$ cat src/rtl/uart_pkg.sv
// Shared UART definitions: state encoding, frame constants, parity helper.
// Common to the transmitter and the parity-checking receiver.
package uart_pkg;

   localparam int CLKS_PER_BIT_DEF = 434;
   localparam int DATA_BITS = 8;
   localparam logic START_LVL = 1'b0;
   localparam logic STOP_LVL = 1'b1;

   typedef enum logic [2:0] {
      s_IDLE = 3'd0,
      s_TX_START_BIT = 3'd1,
      s_TX_DATA_BITS = 3'd2,
      s_TX_PARITY = 3'd3,
      s_TX_STOP_BIT = 3'd4,
      s_CLEANUP = 3'd5
   } uart_state_t;

   function automatic logic even_parity(input logic [7:0] b);
      return ^b;
   endfunction

endpackage

$ cat src/rtl/uart_tx_parity_if.sv
// Request/status bundle between a byte producer and the UART transmitter.
interface uart_tx_parity_if;

   logic i_Tx_DV;
   logic [7:0] i_Tx_Byte;
   logic o_Tx_Serial;
   logic o_Tx_Active;
   logic o_Tx_Done;

   modport master (
      output i_Tx_DV, i_Tx_Byte,
      input o_Tx_Serial, o_Tx_Active, o_Tx_Done
   );

   modport slave (
      input i_Tx_DV, i_Tx_Byte,
      output o_Tx_Serial, o_Tx_Active, o_Tx_Done
   );

endinterface

$ cat src/rtl/uart_bit_timer.sv
// Bit-period counter: ticks on the last cycle of each bit period.
module uart_bit_timer
   import uart_pkg::*;
#(
   parameter int CLKS_PER_BIT = CLKS_PER_BIT_DEF
) (
   input logic i_Clock,
   input logic i_Rst_n,
   input logic i_Clear,
   output logic o_Tick
);

   localparam int W = $clog2(CLKS_PER_BIT);
   localparam logic [W-1:0] LAST = W'(CLKS_PER_BIT - 1);

   logic [W-1:0] cnt_q, cnt_d;

   assign o_Tick = (cnt_q == LAST);

   // Restart on every bit boundary so the count never passes LAST.
   always_comb begin
      cnt_d = cnt_q + 1'b1;
      if (i_Clear || o_Tick) cnt_d = '0;
   end

   always_ff @(posedge i_Clock or negedge i_Rst_n) begin
      if (!i_Rst_n) cnt_q <= '0;
      else cnt_q <= cnt_d;
   end

endmodule

$ cat src/rtl/uart_tx_parity.sv
// UART transmitter: start, 8 data bits LSB first, even parity, one stop bit.
module uart_tx_parity
   import uart_pkg::*;
#(
   parameter int CLKS_PER_BIT = CLKS_PER_BIT_DEF
) (
   input logic i_Clock,
   input logic i_Rst_n,
   uart_tx_parity_if.slave tx
);

   uart_state_t state_q, state_d;
   logic [7:0] byte_q, byte_d;
   logic parity_q, parity_d;
   logic [2:0] idx_q, idx_d;
   logic [2:0] nxt_idx;
   logic serial_q, serial_d;
   logic active_q, active_d;
   logic done_q, done_d;
   logic clear;
   logic tick;

   assign clear = (state_q == s_IDLE) || (state_q == s_CLEANUP);

   uart_bit_timer #(
      .CLKS_PER_BIT(CLKS_PER_BIT)
   ) u_timer (
      .i_Clock(i_Clock),
      .i_Rst_n(i_Rst_n),
      .i_Clear(clear),
      .o_Tick(tick)
   );

   // Line value is computed for the next state so it leaves a flop.
   always_comb begin
      state_d = state_q;
      byte_d = byte_q;
      parity_d = parity_q;
      idx_d = idx_q;
      nxt_idx = idx_q + 3'd1;
      serial_d = serial_q;
      active_d = active_q;
      done_d = 1'b0;
      unique case (state_q)
         s_IDLE: begin
            serial_d = STOP_LVL;
            idx_d = '0;
            if (tx.i_Tx_DV) begin
               byte_d = tx.i_Tx_Byte;
               parity_d = even_parity(tx.i_Tx_Byte);
               active_d = 1'b1;
               serial_d = START_LVL;
               state_d = s_TX_START_BIT;
            end
         end
         s_TX_START_BIT: begin
            if (tick) begin
               idx_d = '0;
               serial_d = byte_q[0];
               state_d = s_TX_DATA_BITS;
            end
         end
         s_TX_DATA_BITS: begin
            if (tick) begin
               if (idx_q == 3'(DATA_BITS - 1)) begin
                  idx_d = '0;
                  serial_d = parity_q;
                  state_d = s_TX_PARITY;
               end else begin
                  idx_d = nxt_idx;
                  serial_d = byte_q[nxt_idx];
               end
            end
         end
         s_TX_PARITY: begin
            if (tick) begin
               serial_d = STOP_LVL;
               state_d = s_TX_STOP_BIT;
            end
         end
         s_TX_STOP_BIT: begin
            if (tick) begin
               serial_d = STOP_LVL;
               active_d = 1'b0;
               done_d = 1'b1;
               state_d = s_CLEANUP;
            end
         end
         s_CLEANUP: begin
            serial_d = STOP_LVL;
            state_d = s_IDLE;
         end
         default: begin
            serial_d = STOP_LVL;
            active_d = 1'b0;
            idx_d = '0;
            state_d = s_IDLE;
         end
      endcase
   end

   always_ff @(posedge i_Clock or negedge i_Rst_n) begin
      if (!i_Rst_n) begin
         state_q <= s_IDLE;
         byte_q <= '0;
         parity_q <= 1'b0;
         idx_q <= '0;
         serial_q <= STOP_LVL;
         active_q <= 1'b0;
         done_q <= 1'b0;
      end else begin
         state_q <= state_d;
         byte_q <= byte_d;
         parity_q <= parity_d;
         idx_q <= idx_d;
         serial_q <= serial_d;
         active_q <= active_d;
         done_q <= done_d;
      end
   end

   assign tx.o_Tx_Serial = serial_q;
   assign tx.o_Tx_Active = active_q;
   assign tx.o_Tx_Done = done_q;

endmodule

$ cat src/flat_wrapper.sv
// flat-port wrapper written by rule: the top's interface ports become plain ports
module uart_tx_parity_flat import uart_pkg::*;
#(
   parameter int CLKS_PER_BIT = CLKS_PER_BIT_DEF
)
  (i_Clock, i_Rst_n, tx_i_Tx_DV, tx_i_Tx_Byte, tx_o_Tx_Serial, tx_o_Tx_Active, tx_o_Tx_Done);
  uart_tx_parity_if tx_i ();
  input logic i_Clock;
  input logic i_Rst_n;
  input wire logic [$bits(tx_i.i_Tx_DV)-1:0] tx_i_Tx_DV;
  input wire logic [$bits(tx_i.i_Tx_Byte)-1:0] tx_i_Tx_Byte;
  output wire logic [$bits(tx_i.o_Tx_Serial)-1:0] tx_o_Tx_Serial;
  output wire logic [$bits(tx_i.o_Tx_Active)-1:0] tx_o_Tx_Active;
  output wire logic [$bits(tx_i.o_Tx_Done)-1:0] tx_o_Tx_Done;
  assign tx_i.i_Tx_DV = tx_i_Tx_DV;
  assign tx_i.i_Tx_Byte = tx_i_Tx_Byte;
  assign tx_o_Tx_Serial = tx_i.o_Tx_Serial;
  assign tx_o_Tx_Active = tx_i.o_Tx_Active;
  assign tx_o_Tx_Done = tx_i.o_Tx_Done;
  uart_tx_parity #(.CLKS_PER_BIT(CLKS_PER_BIT)) u_core (.i_Clock(i_Clock), .i_Rst_n(i_Rst_n), .tx(tx_i));
endmodule
$ cat config.mk
export PLATFORM = sky130hd
export DESIGN_NAME = uart_tx_parity_flat
export DESIGN_NICKNAME = d
export VERILOG_FILES = /design/src/rtl/uart_pkg.sv /design/src/rtl/uart_tx_parity_if.sv /design/src/rtl/uart_bit_timer.sv /design/src/rtl/uart_tx_parity.sv /design/src/flat_wrapper.sv
export SDC_FILE = /design/constraint.sdc
export NUM_CORES = 1
export LEC_CHECK = 0
export BUFFER_PORTS_ARGS = -buffer_cell sky130_fd_sc_hd__buf_2
export CAP_MARGIN = 10
export CORE_ASPECT_RATIO = 1.1
export CORE_MARGIN = 2
export CORE_UTILIZATION = 50
export CTS_CLUSTER_SIZE = 16
export DETAILED_ROUTE_END_ITERATION = 10
export GPL_ROUTABILITY_DRIVEN = 0
export PLACE_DENSITY = 0.7
export SKIP_CTS_REPAIR_TIMING = 1
export SLEW_MARGIN = 10
export SYNTH_ARGS = -nofsm -noshare
export SYNTH_HDL_FRONTEND = slang
export SYNTH_HIERARCHICAL = 1
export SYNTH_SLANG_ARGS = --single-unit
$ cat constraint.sdc
create_clock -name i_Clock -period 6.5 [get_ports i_Clock]
set_clock_uncertainty 0.15 [all_clocks]
set_input_delay 0.325 -clock i_Clock [delete_from_list [all_inputs] [get_ports i_Clock]]
set_output_delay 0.325 -clock i_Clock [all_outputs]
set_load 0.02 [all_outputs]
Word level (Yosys, flattened, before mapping):

Index checks and enable logic that the tools add are counted.

* bitwise operators: 2
* muxes and demuxes: 25
* reduce and logical (&&, ||, !) cells: 12
* equality and inequality tests: 14
* order comparisons: 1
* add/sub/neg operators: 2

Operators by type and width (count)
* 3-bit two-way mux: 9
* 3-bit one-hot mux with 5 select lines: 1
* 1-bit two-way mux: 10
* 2-bit inequality test, second input constant: 5
* 9-bit by 1-bit adder with 9-bit output, second input constant: 1
* 3-bit equality test, second input constant: 3
* 9-bit equality test, second input constant: 1
* 9-bit two-way mux: 1
* 3-bit one-hot mux with 3 select lines: 1
* 3-bit AND reduction: 3
* 8-bit XOR reduction: 1
* 3-bit by 2-bit equality test with 1-bit output, second input constant: 2
* 6-bit AND reduction: 1
* 3-bit by 4-bit less-than comparator with 1-bit output, second input constant: 1
* 2-bit by 1-bit inequality test with 1-bit output, second input constant: 2
* 1-bit one-hot mux with 4 select lines: 1
* 4-bit OR reduction: 1
* 3-bit by 1-bit adder with 3-bit output, second input constant: 1
* 1-bit binary-select mux with 3-bit select: 1
* 3-bit by 1-bit equality test with 1-bit output, second input constant: 1
* 3-bit zero test: 1
* 1-bit one-hot mux with 3 select lines: 1
* 3-bit OR reduction: 1
* 1-bit logical OR: 2
* 3 further kinds: 4

* output and inout port bits: 3
* logic and storage cells: 64
* register bits: 27
* input bits: 11

Longest topological paths before layout:

Gate-level depths: netlist of the first run.

* word-level depth: 6
* mapped depth: 8
* mapped depth without buffers: 8

Modules after synthesis:

Netlist of the first run, hierarchy kept.

Modules (own cells, without submodules)
* uart_tx_parity: cells an instance 102, times used 1, seq. area each 451.7 um^2, area each 1032.2 um^2
* uart_bit_timer: cells an instance 48, times used 1, seq. area each 225.2 um^2, area each 485.5 um^2

Worst setup path before layout of the first run:

Ideal clock, no wire load.

* path type: flip-flop to flip-flop
* start point: reg u_core.u_timer.cnt_q[2]
* end point: reg u_core.idx_q[1]
* cell stages (with the launch flop): 7
* arrival: 1.992 ns
* setup time: 0.124 ns
* setup slack: 4.234 ns
* data required time: 6.226 ns
* cells stage by stage: dfrtp_1 > or3_4 > nor3_1 > inv_1 > maj3_2 > o211ai_1 > nand2_1

* word-level cells in the longest chain between the ends: 3
* elaborated cells on any way between the ends: 4

Ends and longest elaborated chain
* start, declared: RTL line uart_bit_timer.sv:16 `logic [W-1:0] cnt_q, cnt_d;`
* start signal, assigned: RTL line uart_bit_timer.sv:28 `else cnt_q <= cnt_d;`
* 9-bit equality test (*): RTL line uart_bit_timer.sv:18 `assign o_Tick = (cnt_q == LAST);`
* net u_core.tick: RTL line uart_tx_parity.sv:21 `logic tick;`
* 2-bit inequality test (no source line)
* 3-bit AND reduction (no source line) (*)
* end signal, assigned: RTL line uart_tx_parity.sv:115 `idx_q <= idx_d;`
* end, declared: RTL line uart_tx_parity.sv:15 `logic [2:0] idx_q, idx_d;`

Mark *: on every way through the listed nets, which the timed path passes. The rest lies on a longest branch.
A chain may end at the register's enable or synchronous reset.

Final worst setup path of the first run:

* start point: reg u_core.u_timer.cnt_q[2]
* end point: reg u_core.idx_q[0]

Same word-level chain as after synthesis.

==> flow_summary.json, run 1 <==
{
  "outcome": "finished clean",
  "final_period_minus_worst_setup_slack_ps": 2600,
  "overflow": 0,
  "finalMaxSlewViolations": 0,
  "post-place-ws_ps": 3960,
  "floorplan.die_area_sq_um": 3490,
  "leakagePower_nw": 0.662,
  "powerDensity_nw_per_um2": 166,
  "cells_after_synth": 150,
  "die_h_um": 61.8,
  "timing.max_slew.rel_slack_pct": 45.9,
  "worst-r2r-cell-count": 6,
  "synth.area.top_cells": "sky130_fd_sc_hd__dfrtp_1 (43%), sky130_fd_sc_hd__mux2_2 (5.2%), sky130_fd_sc_hd__xnor2_1 (5.2%)",
  "drtPass1Iterations": 4,
  "synthesis.area_per_instance_sq_um": 10.1,
  "antenna-diode-count": 0,
  "synthDominantCellAreaShare_pct": 42.9,
  "portion_of_the_clock_cycle_consumed_by_the_worst_path_in_the_final_layout_pct": 39.9,
  "hp-class": "in2reg",
  "first_global_vias": 1018,
  "synth_mux_area_share_pct": 7.50,
  "share_of_the_yosys_chip_area_belonging_to_registers_pct": 44.6,
  "worst_slack_ps": 3900,
  "crit_path_max_fanout": 8,
  "max_freq_ghz": 0.385,
  "dominantRegCellSynth": "sky130_fd_sc_hd__dfrtp_1",
  "drt_first_iter_violations": 46,
  "drt.antenna.violating_nets": 0,
  "die_w_um": 56.5,
  "report.final.hold_viol_count": 0,
  "yosysTopAreaCell": "sky130_fd_sc_hd__dfrtp_1",
  "finish.instance_area_sq_um": 1620,
  "dp_hpwl_mm": 1.94,
  "cts-htree-levels": 1,
  "fin_total_pwr_w": 0.000268,
  "first_pass_grt_wire_length_mm": 4.44,
  "max_cap_violations": 0,
  "vias_after_detailed_routing": 1109,
  "drt-wirelength-per-cell_um": 13.3,
  "postRouteWirelength_mm": 2.61,
  "synth.ff_latch_count": 27,
  "core_area_sq_um": 2830,
  "tritoncts": "yes",
  "io_buffer_count": 13,
  "setup.worst_path.class": "reg2reg",
  "final.setup.tns_ps": 0,
  "synth-edff-count": 0,
  "worst_slew_pin_slew_ps": 805,
  "final_stage_net_count": 179,
  "synth-async-reset-ratio_pct": 100,
  "initial_utilization_pct": 53.7,
  "setup_repair_after_global_routing_missed_its_margin": "no",
  "clock_root_buffer_master": "sky130_fd_sc_hd__clkbuf_4",
  "finalHoldWorstSlack_ps": 77.1,
  "clock_latency_ps": 330,
  "post_synth_num_cell_types": 40,
  "clkSinkCount": 27,
  "mappedNetlistArea_sq_um": 1520,
  "yosys.area_share.simple_pct": 18.7,
  "drcViolationCount": 0,
  "synth-adder-area-share_pct": 4.04,
  "num_rows": 20,
  "synthesis.nets": 165,
  "vias_per_cell": 5.66,
  "clock_tree.buffer_depth": 2,
  "dominant_combinational_cell_family_by_area_after_synthesis": "simple AND/OR/NAND/NOR gates",
  "post_synth_xor_area_fraction_pct": 6.92,
  "cts.clk_slew.worst_paths_ps": 150,
  "proportion_of_layout_cells_with_a_drive_suffix_above_1_pct": 19.6,
  "worst_hold_path.num_cells": 3,
  "synth.yosys.warnings": 6,
  "grt_max_degree": 28,
  "floorplan.io_pins": 14,
  "vdd_drop_max_mv": 0.0986,
  "antenna_violations_before_repair": 0,
  "layout-area-overhead-vs-synth_pct": 6.43,
  "worst-endpoint-required_ps": 6550,
  "synth-compound-area-share_pct": 13.0,
  "cp.arrival_ps": 2650,
  "placement_cell_area_sq_um": 1580,
  "track_usage_pct": 16.6,
  "sort_of_element_at_the_start_of_the_critical_path": "flip-flop",
  "endpoint_kind": "flip-flop",
  "tritoncts.num_buffers": 3,
  "finalSetupViolations": 0
}
[cells in the mapped netlist (2+ instances only)]
cell,count
sky130_fd_sc_hd__nand4_1,2
sky130_fd_sc_hd__nor2_1,15
sky130_fd_sc_hd__a31oi_1,4
sky130_fd_sc_hd__buf_6,3
sky130_fd_sc_hd__o22ai_1,2
sky130_fd_sc_hd__dfrtp_1,26
sky130_fd_sc_hd__or3_1,2
sky130_fd_sc_hd__mux2_2,7
sky130_fd_sc_hd__nand2_1,13
sky130_fd_sc_hd__mux2i_1,2
sky130_fd_sc_hd__a21oi_1,6
sky130_fd_sc_hd__nand2b_1,4
sky130_fd_sc_hd__a22oi_1,2
sky130_fd_sc_hd__buf_4,2
sky130_fd_sc_hd__nand3_1,5
sky130_fd_sc_hd__xor2_1,3
sky130_fd_sc_hd__o21ai_0,7
sky130_fd_sc_hd__inv_1,8
sky130_fd_sc_hd__ha_1,4
sky130_fd_sc_hd__nor3_1,3
sky130_fd_sc_hd__o211ai_1,3
sky130_fd_sc_hd__xnor2_1,9
[stage by stage]
stage | util (%) | instances
2_1_floorplan | - | 150
3_3_place_gp | 55.7 | 191
3_5_place_dp | 55.7 | 191
4_1_cts | 56.8 | 195
5_1_grt | 57.1 | 196
6_report | 57.1 | 196
[placed cells by master, fill, tap and decap left out, types with 2 or more instances in the layout]
master                     count
sky130_fd_sc_hd__xnor2_1       9
sky130_fd_sc_hd__clkbuf_4      3
sky130_fd_sc_hd__or3_1         2
sky130_fd_sc_hd__inv_1         8
sky130_fd_sc_hd__o21ai_0       7
sky130_fd_sc_hd__mux2_2        7
sky130_fd_sc_hd__dfrtp_1      26
sky130_fd_sc_hd__buf_2        13
sky130_fd_sc_hd__nand3_1       5
sky130_fd_sc_hd__o211ai_1      3
sky130_fd_sc_hd__a31oi_1       4
sky130_fd_sc_hd__ha_1          4
sky130_fd_sc_hd__nand2_1      13
sky130_fd_sc_hd__nand4_1       2
sky130_fd_sc_hd__a21oi_1       6
sky130_fd_sc_hd__nor3_1        3
sky130_fd_sc_hd__nand2b_1      4
sky130_fd_sc_hd__xor2_1        3
sky130_fd_sc_hd__o22ai_1       2
sky130_fd_sc_hd__nor2_1       15
sky130_fd_sc_hd__mux2i_1       2
sky130_fd_sc_hd__a22oi_1       2
[cell families after synthesis]
group | count (synthesis)
AND/OR/NAND/NOR | 54
AO/OA/AOI/OAI | 29
flip-flops | 27
buffers and inverters | 13
XOR/XNOR | 12
multiplexers | 10
adder cells (fa/ha/maj) | 5
[critical path, cell delays in order (launching register included)]
cell and delay, ps:
sky130_fd_sc_hd__dfrtp_1 470, sky130_fd_sc_hd__or3_4 430, sky130_fd_sc_hd__nor3_1 630, sky130_fd_sc_hd__inv_1 190, sky130_fd_sc_hd__maj3_2 370, sky130_fd_sc_hd__a21oi_1 140, sky130_fd_sc_hd__o21ai_0 80
[cell type report]
cell class	instances	area [sq um]
clock buffer	3	22.5
clock inverter	1	7.51
fill	250	1210
inverter	8	30.0
multi-input combinational	110	762
sequential	27	677
tap	33	41.3
timing repair buffer	14	75.1
[path summary, 6_finish.rpt]
kind / endpoint / slack (ps) / start
min in group asynchronous: u_core/u_timer/cnt_q[5]$_DFF_PN0_ / 350 / i_Rst_n
max: u_core/idx_q[0]$_DFFE_PN0P_ / 3900 / u_core/u_timer/cnt_q[2]$_DFF_PN0_
max reg2reg: u_core/idx_q[0]$_DFFE_PN0P_ / 3900 / u_core/u_timer/cnt_q[2]$_DFF_PN0_
min: u_core/byte_q[0]$_DFFE_PN0P_ / 80 / tx_i_Tx_Byte[0]
max in group asynchronous: u_core/byte_q[1]$_DFFE_PN0P_ / 5450 / i_Rst_n
min reg2reg: u_core/byte_q[6]$_DFFE_PN0P_ / 370 / u_core/byte_q[6]$_DFFE_PN0P_
[per-layer routing]
layer	share of wire [%]	track usage, %	vias to the layer above
li1	-	-	558
met1	51	21.6	521
met2	44	26.1	23
met3	3.0	2.90	7
met4	2.3	10.9	0
met5	0	0	-
[power breakdown]
part | switching, W | total (W) | internal [W]
combinational | 0.0000104 | 0.0000212 | 0.0000108
clock | 0.0000504 | 0.0000740 | 0.0000236
sequential | 0.00000169 | 0.000173 | 0.000172
total | 0.0000625 | 0.000268 | 0.000206
[registers in the layout, summed over array words and instances (netlist names)]
register and cells:
u_core/u_timer/cnt_q 9, u_core/byte_q 8, u_core/idx_q 3, u_core/state_q 3, u_core/parity_q 1, u_core/tx.o_Tx_Active 1
u_core/tx.o_Tx_Done 1, u_core/tx.o_Tx_Serial 1
(Power assumes the default switching activity.)
==> inputs of run 2 (changes only) <==
==> constraint.sdc (replaced) <==
create_clock -name i_Clock -period 2.59 [get_ports i_Clock]
set_clock_uncertainty 0.15 [all_clocks]
set_input_delay 0.1295 -clock i_Clock [delete_from_list [all_inputs] [get_ports i_Clock]]
set_output_delay 0.1295 -clock i_Clock [all_outputs]
set_load 0.02 [all_outputs]
==> flow_summary.json, run 2 (synthesis gave the netlist of run 1 again) <==
{
  "mostFrequentLayoutCell": "sky130_fd_sc_hd__dfrtp_1",
  "final_core_util_pct": 60.5,
  "cts-htree-levels": 1,
  "floorplan.io_pins": 14,
  "critical_path.startpoint": "u_core/u_timer/cnt_q[2]$_DFF_PN0_",
  "setup_repair_after_global_routing_missed_its_margin": "no",
  "final_period_minus_worst_setup_slack_ps": 2070,
  "clock_latency_ps": 320,
  "worst-endpoint-required_ps": 2640,
  "setup.worst_path.class": "reg2reg",
  "portion_of_the_clock_cycle_consumed_by_the_worst_path_in_the_final_layout_pct": 79.9,
  "register_name_with_the_most_flops": "u_core/u_timer/cnt_q",
  "drt-wirelength-per-cell_um": 13.3,
  "drtPass1Iterations": 4,
  "worstHoldStart": "tx_i_Tx_DV",
  "r2r-start": "u_core/u_timer/cnt_q[2]$_DFF_PN0_",
  "proportion_of_layout_cells_with_a_drive_suffix_above_1_pct": 19.7,
  "worstPathCellList": "or3_4, nor3_1, inv_1, maj3_2, a22oi_1, o21ai_0",
  "vias_per_cell": 5.58,
  "num_rows": 20,
  "finalMaxSlewViolations": 0,
  "post-place-ws_ps": 545,
  "tritoncts.num_buffers": 3,
  "largest_register_ff_count": 9,
  "layout-area-overhead-vs-synth_pct": 12.7,
  "cpMaxStageDelayCell": "sky130_fd_sc_hd__dfrtp_1",
  "worst_slack_ps": 522,
  "outcome": "finished clean",
  "drt_first_iter_violations": 41,
  "timing.max_slew.rel_slack_pct": 61.1,
  "max_freq_ghz": 0.484,
  "worst_slew_pin_slew_ps": 584,
  "crit_path_max_fanout": 6,
  "drt.antenna.violating_nets": 0,
  "die_w_um": 56.5,
  "cts.clk_slew.worst_paths_ps": 150,
  "grt_max_degree": 28,
  "finalSetupViolations": 0,
  "cp.arrival_ps": 2110,
  "leakagePower_nw": 0.707,
  "hp-class": "in2reg",
  "final.setup.tns_ps": 0,
  "sort_of_element_at_the_start_of_the_critical_path": "flip-flop",
  "postRouteWirelength_mm": 2.75,
  "first_pass_grt_wire_length_mm": 4.69,
  "drcViolationCount": 0,
  "floorplan.die_area_sq_um": 3490,
  "report.final.hold_viol_count": 0,
  "initial_utilization_pct": 53.7,
  "layout_top_registers": "u_core/u_timer/cnt_q x9, u_core/byte_q x8",
  "first_global_vias": 1051,
  "final_stage_net_count": 189,
  "most_frequent_cells_in_the_layout": "sky130_fd_sc_hd__dfrtp_1 (26), sky130_fd_sc_hd__nor2_1 (15), sky130_fd_sc_hd__buf_2 (13), sky130_fd_sc_hd__nand2_1 (13)",
  "clock_root_buffer_master": "sky130_fd_sc_hd__clkbuf_4",
  "antenna-diode-count": 0,
  "clock_tree.buffer_depth": 2,
  "tritoncts": "yes",
  "overflow": 0,
  "vias_after_detailed_routing": 1149,
  "fin_total_pwr_w": 0.000681,
  "endpoint_kind": "flip-flop",
  "io_buffer_count": 13,
  "vdd_drop_max_mv": 0.271,
  "clkSinkCount": 27,
  "die_h_um": 61.8,
  "track_usage_pct": 17.1,
  "dp_hpwl_mm": 2.01,
  "core_area_sq_um": 2830,
  "powerDensity_nw_per_um2": 398,
  "cp_slowest_stage_delay_ps": 480,
  "antenna_violations_before_repair": 0,
  "max_cap_violations": 0
}
==> run 2: cell count changes in the layout (fill, tap and decap cells not counted), sizes merged <==
cell and change:
dlygate4sd3 +8, buf +2
==> run 2: worst paths after layout <==
check / slack [ps] / depth (start not counted) / endpoint
min: 40 / 5 / u_core/state_q[0]$_DFFE_PN0P_
max: 520 / 6 / u_core/idx_q[2]$_DFFE_PN0P_
max in group asynchronous: 1730 / 2 / u_core/byte_q[1]$_DFFE_PN0P_
min reg2reg: 370 / 1 / u_core/byte_q[6]$_DFFE_PN0P_
max reg2reg: 520 / 6 / u_core/idx_q[2]$_DFFE_PN0P_
min in group asynchronous: 170 / 2 / u_core/tx.o_Tx_Done$_DFF_PN0_
==> run 2: area by class of cell <==
type                            count  area, sq um
Clock inverter                      1         7.51
Timing Repair Buffer               24          170
Inverter                            8         30.0
Sequential cell                    27          677
Clock buffer                        3         22.5
Tap cell                           33         41.3
Fill cell                         246         1120
Multi-Input combinational cell    110          762
==> run 2: critical path, delay by kind of cell (launching register included) <==
family | cells | cell delay, ps
and+or+nand+nor | 2 | 640
DFF | 1 | 480
adders and majority gates | 1 | 340
AOI/OAI and AO/OA | 2 | 230
buffers and inverters | 1 | 120
==> run 2: metal layers <==
layer	GRT usage, %	share of wire (%)	vias up
li1	-	-	576
met1	22.9	47	553
met2	29.4	49	18
met3	2.07	3.1	2
met4	5.78	0.55	0
met5	0	0	-
==> run 2: power by group <==
part	internal [W]	switching (W)	total, W
Sequential	0.000431	0.00000438	0.000435
Combinational	0.0000350	0.0000275	0.0000625
Clock	0.0000589	0.000125	0.000184
Total	0.000524	0.000157	0.000681
==> run 2: per-stage QoR <==
stage / instances / hold slack, ps / cell area, sq um
6_report: 206 / 42.1 / 1710
5_1_grt: 206 / 72.5 / 1710
4_1_cts: 197 / -358 / 1620
3_5_place_dp: 193 / 14.6 / 1590
3_3_place_gp: 193 / 12.2 / 1590
2_1_floorplan: 150 / -316 / 1520
==> inputs of run 3 (changes only) <==
--- a/config.mk
+++ b/config.mk
@@ -5,6 +5,7 @@
 export SDC_FILE = /design/constraint.sdc
 export NUM_CORES = 1
 export LEC_CHECK = 0
+export ABC_AREA = 1
 export BUFFER_PORTS_ARGS = -buffer_cell sky130_fd_sc_hd__buf_2
 export CAP_MARGIN = 10
 export CORE_ASPECT_RATIO = 1.1
@@ -13,7 +14,7 @@
 export CTS_CLUSTER_SIZE = 16
 export DETAILED_ROUTE_END_ITERATION = 10
 export GPL_ROUTABILITY_DRIVEN = 0
-export PLACE_DENSITY = 0.7
+export PLACE_DENSITY = 0.72
 export SKIP_CTS_REPAIR_TIMING = 1
 export SLEW_MARGIN = 10
 export SYNTH_ARGS = -nofsm -noshare
==> constraint.sdc (replaced) <==
create_clock -name i_Clock -period 1.87 [get_ports i_Clock]
set_clock_uncertainty 0.15 [all_clocks]
set_input_delay 0.0935 -clock i_Clock [delete_from_list [all_inputs] [get_ports i_Clock]]
set_output_delay 0.0935 -clock i_Clock [all_outputs]
set_load 0.02 [all_outputs]
==> flow_summary.json, run 3 <==
{
  "synth.area.top_cells": "sky130_fd_sc_hd__dfrtp_1 (40%), sky130_fd_sc_hd__nand2_1 (17%), sky130_fd_sc_hd__inv_1 (6.0%)",
  "synthesis.nets": 234,
  "dominantRegCellSynth": "sky130_fd_sc_hd__dfrtp_1",
  "finalMaxSlewViolations": 0,
  "final_stage_net_count": 259,
  "synth_most_common_cell": "sky130_fd_sc_hd__nand2_1",
  "mostFrequentLayoutCell": "sky130_fd_sc_hd__nand2_1",
  "cts.clk_slew.worst_paths_ps": 160,
  "p_switching_w": 0.00115,
  "drcViolationCount": 0,
  "vdd_drop_max_mv": 0.711,
  "final_core_util_pct": 60.0,
  "final_period_minus_worst_setup_slack_ps": 1690,
  "io_buffer_count": 13,
  "cells_after_synth": 219,
  "core_area_sq_um": 3070,
  "grt_max_degree": 28,
  "antenna_violations_before_repair": 0,
  "sort_of_element_at_the_start_of_the_critical_path": "flip-flop",
  "layout-area-overhead-vs-synth_pct": 13.2,
  "outcome": "finished clean",
  "first_pass_grt_wire_length_mm": 5.37,
  "cp.arrival_ps": 1770,
  "clkSinkCount": 27,
  "powerDensity_nw_per_um2": 1340,
  "clock_root_buffer_master": "sky130_fd_sc_hd__clkbuf_4",
  "cts-htree-levels": 1,
  "mappedNetlistArea_sq_um": 1630,
  "r2r-start": "u_core/u_timer/cnt_q[0]$_DFF_PN0_",
  "dp_hpwl_mm": 2.14,
  "pwr-share-clk_pct": 11.1,
  "floorplan.die_area_sq_um": 3730,
  "num_rows": 21,
  "floorplan.io_pins": 14,
  "portion_of_the_clock_cycle_consumed_by_the_worst_path_in_the_final_layout_pct": 90.2,
  "layout_top_registers": "u_core/u_timer/cnt_q x9, u_core/byte_q x8",
  "worst-endpoint-required_ps": 1950,
  "drt-wirelength-per-cell_um": 10.8,
  "clock_tree.buffer_depth": 2,
  "first_global_vias": 1308,
  "setup_repair_after_global_routing_missed_its_margin": "no",
  "drtPass1Iterations": 4,
  "worst-r2r-cell-count": 11,
  "synth.ff_latch_count": 27,
  "synthTopCellsByCount": "sky130_fd_sc_hd__nand2_1 (72), sky130_fd_sc_hd__dfrtp_1 (26), sky130_fd_sc_hd__inv_1 (26)",
  "largest_register_ff_count": 9,
  "die_w_um": 58.4,
  "track_usage_pct": 18.3,
  "timing.max_slew.rel_slack_pct": 59.9,
  "antenna-diode-count": 0,
  "synth-edff-count": 0,
  "worst_reg2reg_setup_slack_ps": 180,
  "final.setup.tns_ps": 0,
  "multi_input_comb_area_sq_um": 818,
  "leakagePower_nw": 0.930,
  "synth-async-reset-ratio_pct": 100,
  "clock_latency_ps": 330,
  "switching_share_pct": 46.5,
  "worst_hold_path.num_cells": 5,
  "synthDominantCellAreaShare_pct": 39.9,
  "report.final.hold_viol_count": 0,
  "proportion_of_layout_cells_with_a_drive_suffix_above_1_pct": 16.9,
  "power.sequential.fraction_pct": 39.3,
  "postRouteWirelength_mm": 2.98,
  "synth.yosys.warnings": 6,
  "share_of_the_yosys_chip_area_belonging_to_registers_pct": 41.5,
  "fin_total_pwr_w": 0.00247,
  "yosysTopAreaCell": "sky130_fd_sc_hd__dfrtp_1",
  "pwr-share-comb_pct": 49.6,
  "worstHoldStart": "tx_i_Tx_DV",
  "post_synth_num_cell_types": 25,
  "overflow": 0,
  "worstHoldEndpoint": "u_core/byte_q[1]$_DFFE_PN0P_",
  "tritoncts": "yes",
  "setup.worst_path.class": "reg2reg",
  "drt.antenna.violating_nets": 0,
  "tritoncts.num_buffers": 3,
  "most_frequent_cells_in_the_layout": "sky130_fd_sc_hd__nand2_1 (72), sky130_fd_sc_hd__nor2_1 (25), sky130_fd_sc_hd__inv_1 (25), sky130_fd_sc_hd__dfrtp_1 (25), sky130_fd_sc_hd__nand3_1 (17)",
  "crit_path_max_fanout": 6,
  "max_cap_violations": 0,
  "intPower_w": 0.00132,
  "num-fill-cells": 278,
  "initial_utilization_pct": 53.0,
  "vias_after_detailed_routing": 1362,
  "die_h_um": 63.9,
  "hp-class": "in2reg",
  "synthesis.area_per_instance_sq_um": 7.44,
  "register_name_with_the_most_flops": "u_core/u_timer/cnt_q",
  "critical_path.startpoint": "u_core/u_timer/cnt_q[0]$_DFF_PN0_",
  "r2r-end": "u_core/state_q[0]$_DFFE_PN0P_",
  "finalSetupViolations": 0,
  "max_freq_ghz": 0.593,
  "seq_area_sq_um": 678,
  "endpoint_kind": "flip-flop",
  "drt_first_iter_violations": 47,
  "vias_per_cell": 4.92,
  "worst_slew_pin_slew_ps": 602
}
[run 3: cell types whose count changed in the layout (fill, tap and decap cells not counted), sizes merged, moves of 5 or more]
cell,delta
nand2,+65
inv,+22
nor2,+16
nand3,+14
mux2,-8
nand2b,-5
[run 3: metrics by stage]
stage | cells | setup slack (ps) | hold WS (ps) | cell area, sq um
floorplan | 219 | 287 | -352 | 1630
global placement | 263 | 200 | -20.7 | 1710
detailed placement | 263 | 172 | -17.0 | 1710
CTS | 267 | 134 | -409 | 1740
global route | 277 | 14.1 | 67.1 | 1850
finish | 277 | 184 | 45.3 | 1850
[run 3: routing by layer]
metal / wire, um / global-route usage, %
met1: 1370 / 22.0
met2: 1530 / 33.3
met3: 47 / 1.21
met4: 27 / 6.98
met5: 0 / 0
[run 3: logic make-up (layout without fill, tap and decap cells)]
kind of cell	after synthesis	count (layout)	share of synthesized area [%]
flip-flops	27	27	41.5
buffers and inverters	33	57	8.59
XOR/XNOR	10	10	5.37
AO/OA/AOI/OAI	16	16	6.06
AND/OR/NAND/NOR	129	129	35.4
adder cells (fa/ha/maj)	4	4	3.07
[run 3: how the worst max path moves through the flow]
stage	end	slack [ps]	cells after the start
2_1_floorplan	u_core/state_q[0]$_DFFE_PN0P_	290	11
3_3_place_gp	u_core/state_q[0]$_DFFE_PN0P_	200	11
5_1_grt	u_core/state_q[1]$_DFFE_PN0P_	10	12
3_5_place_dp	u_core/state_q[0]$_DFFE_PN0P_	170	11
4_1_cts	u_core/state_q[0]$_DFFE_PN0P_	130	11
6_report	u_core/state_q[0]$_DFFE_PN0P_	180	11
[run 3: worst max-delay path, stage by stage (launching register included)]
cell and delay [ps]:
sky130_fd_sc_hd__dfrtp_2 470, sky130_fd_sc_hd__ha_1 210, sky130_fd_sc_hd__nand2_1 60, sky130_fd_sc_hd__nor2_1 40, sky130_fd_sc_hd__nand2_1 100, sky130_fd_sc_hd__inv_1 60, sky130_fd_sc_hd__inv_2 100, sky130_fd_sc_hd__nand3_2 110
sky130_fd_sc_hd__nand2_1 120, sky130_fd_sc_hd__nor2_4 50, sky130_fd_sc_hd__nand2_1 40, sky130_fd_sc_hd__o21ai_0 70
[run 3: power groups by stage]
| stage | sequential (W) | clock [W] | combinational (W) |
|---|---|---|---|
| floorplan | 0.000940 | 0 | 0.00101 |
| global placement | 0.000979 | 0 | 0.00118 |
| detailed placement | 0.000981 | 0 | 0.00119 |
| CTS | 0.000968 | 0.000286 | 0.00119 |
| global route | 0.00100 | 0.000310 | 0.00143 |
| finish | 0.000970 | 0.000273 | 0.00123 |
[run 3: area by class of cell]
cell class	count	share of cell area (%)
Clock buffer	3	1.22
Tap cell	34	2.31
Timing Repair Buffer	23	8.81
Multi-Input combinational cell	159	44.3
Sequential cell	27	36.7
Clock inverter	1	0.475
Inverter	30	6.10
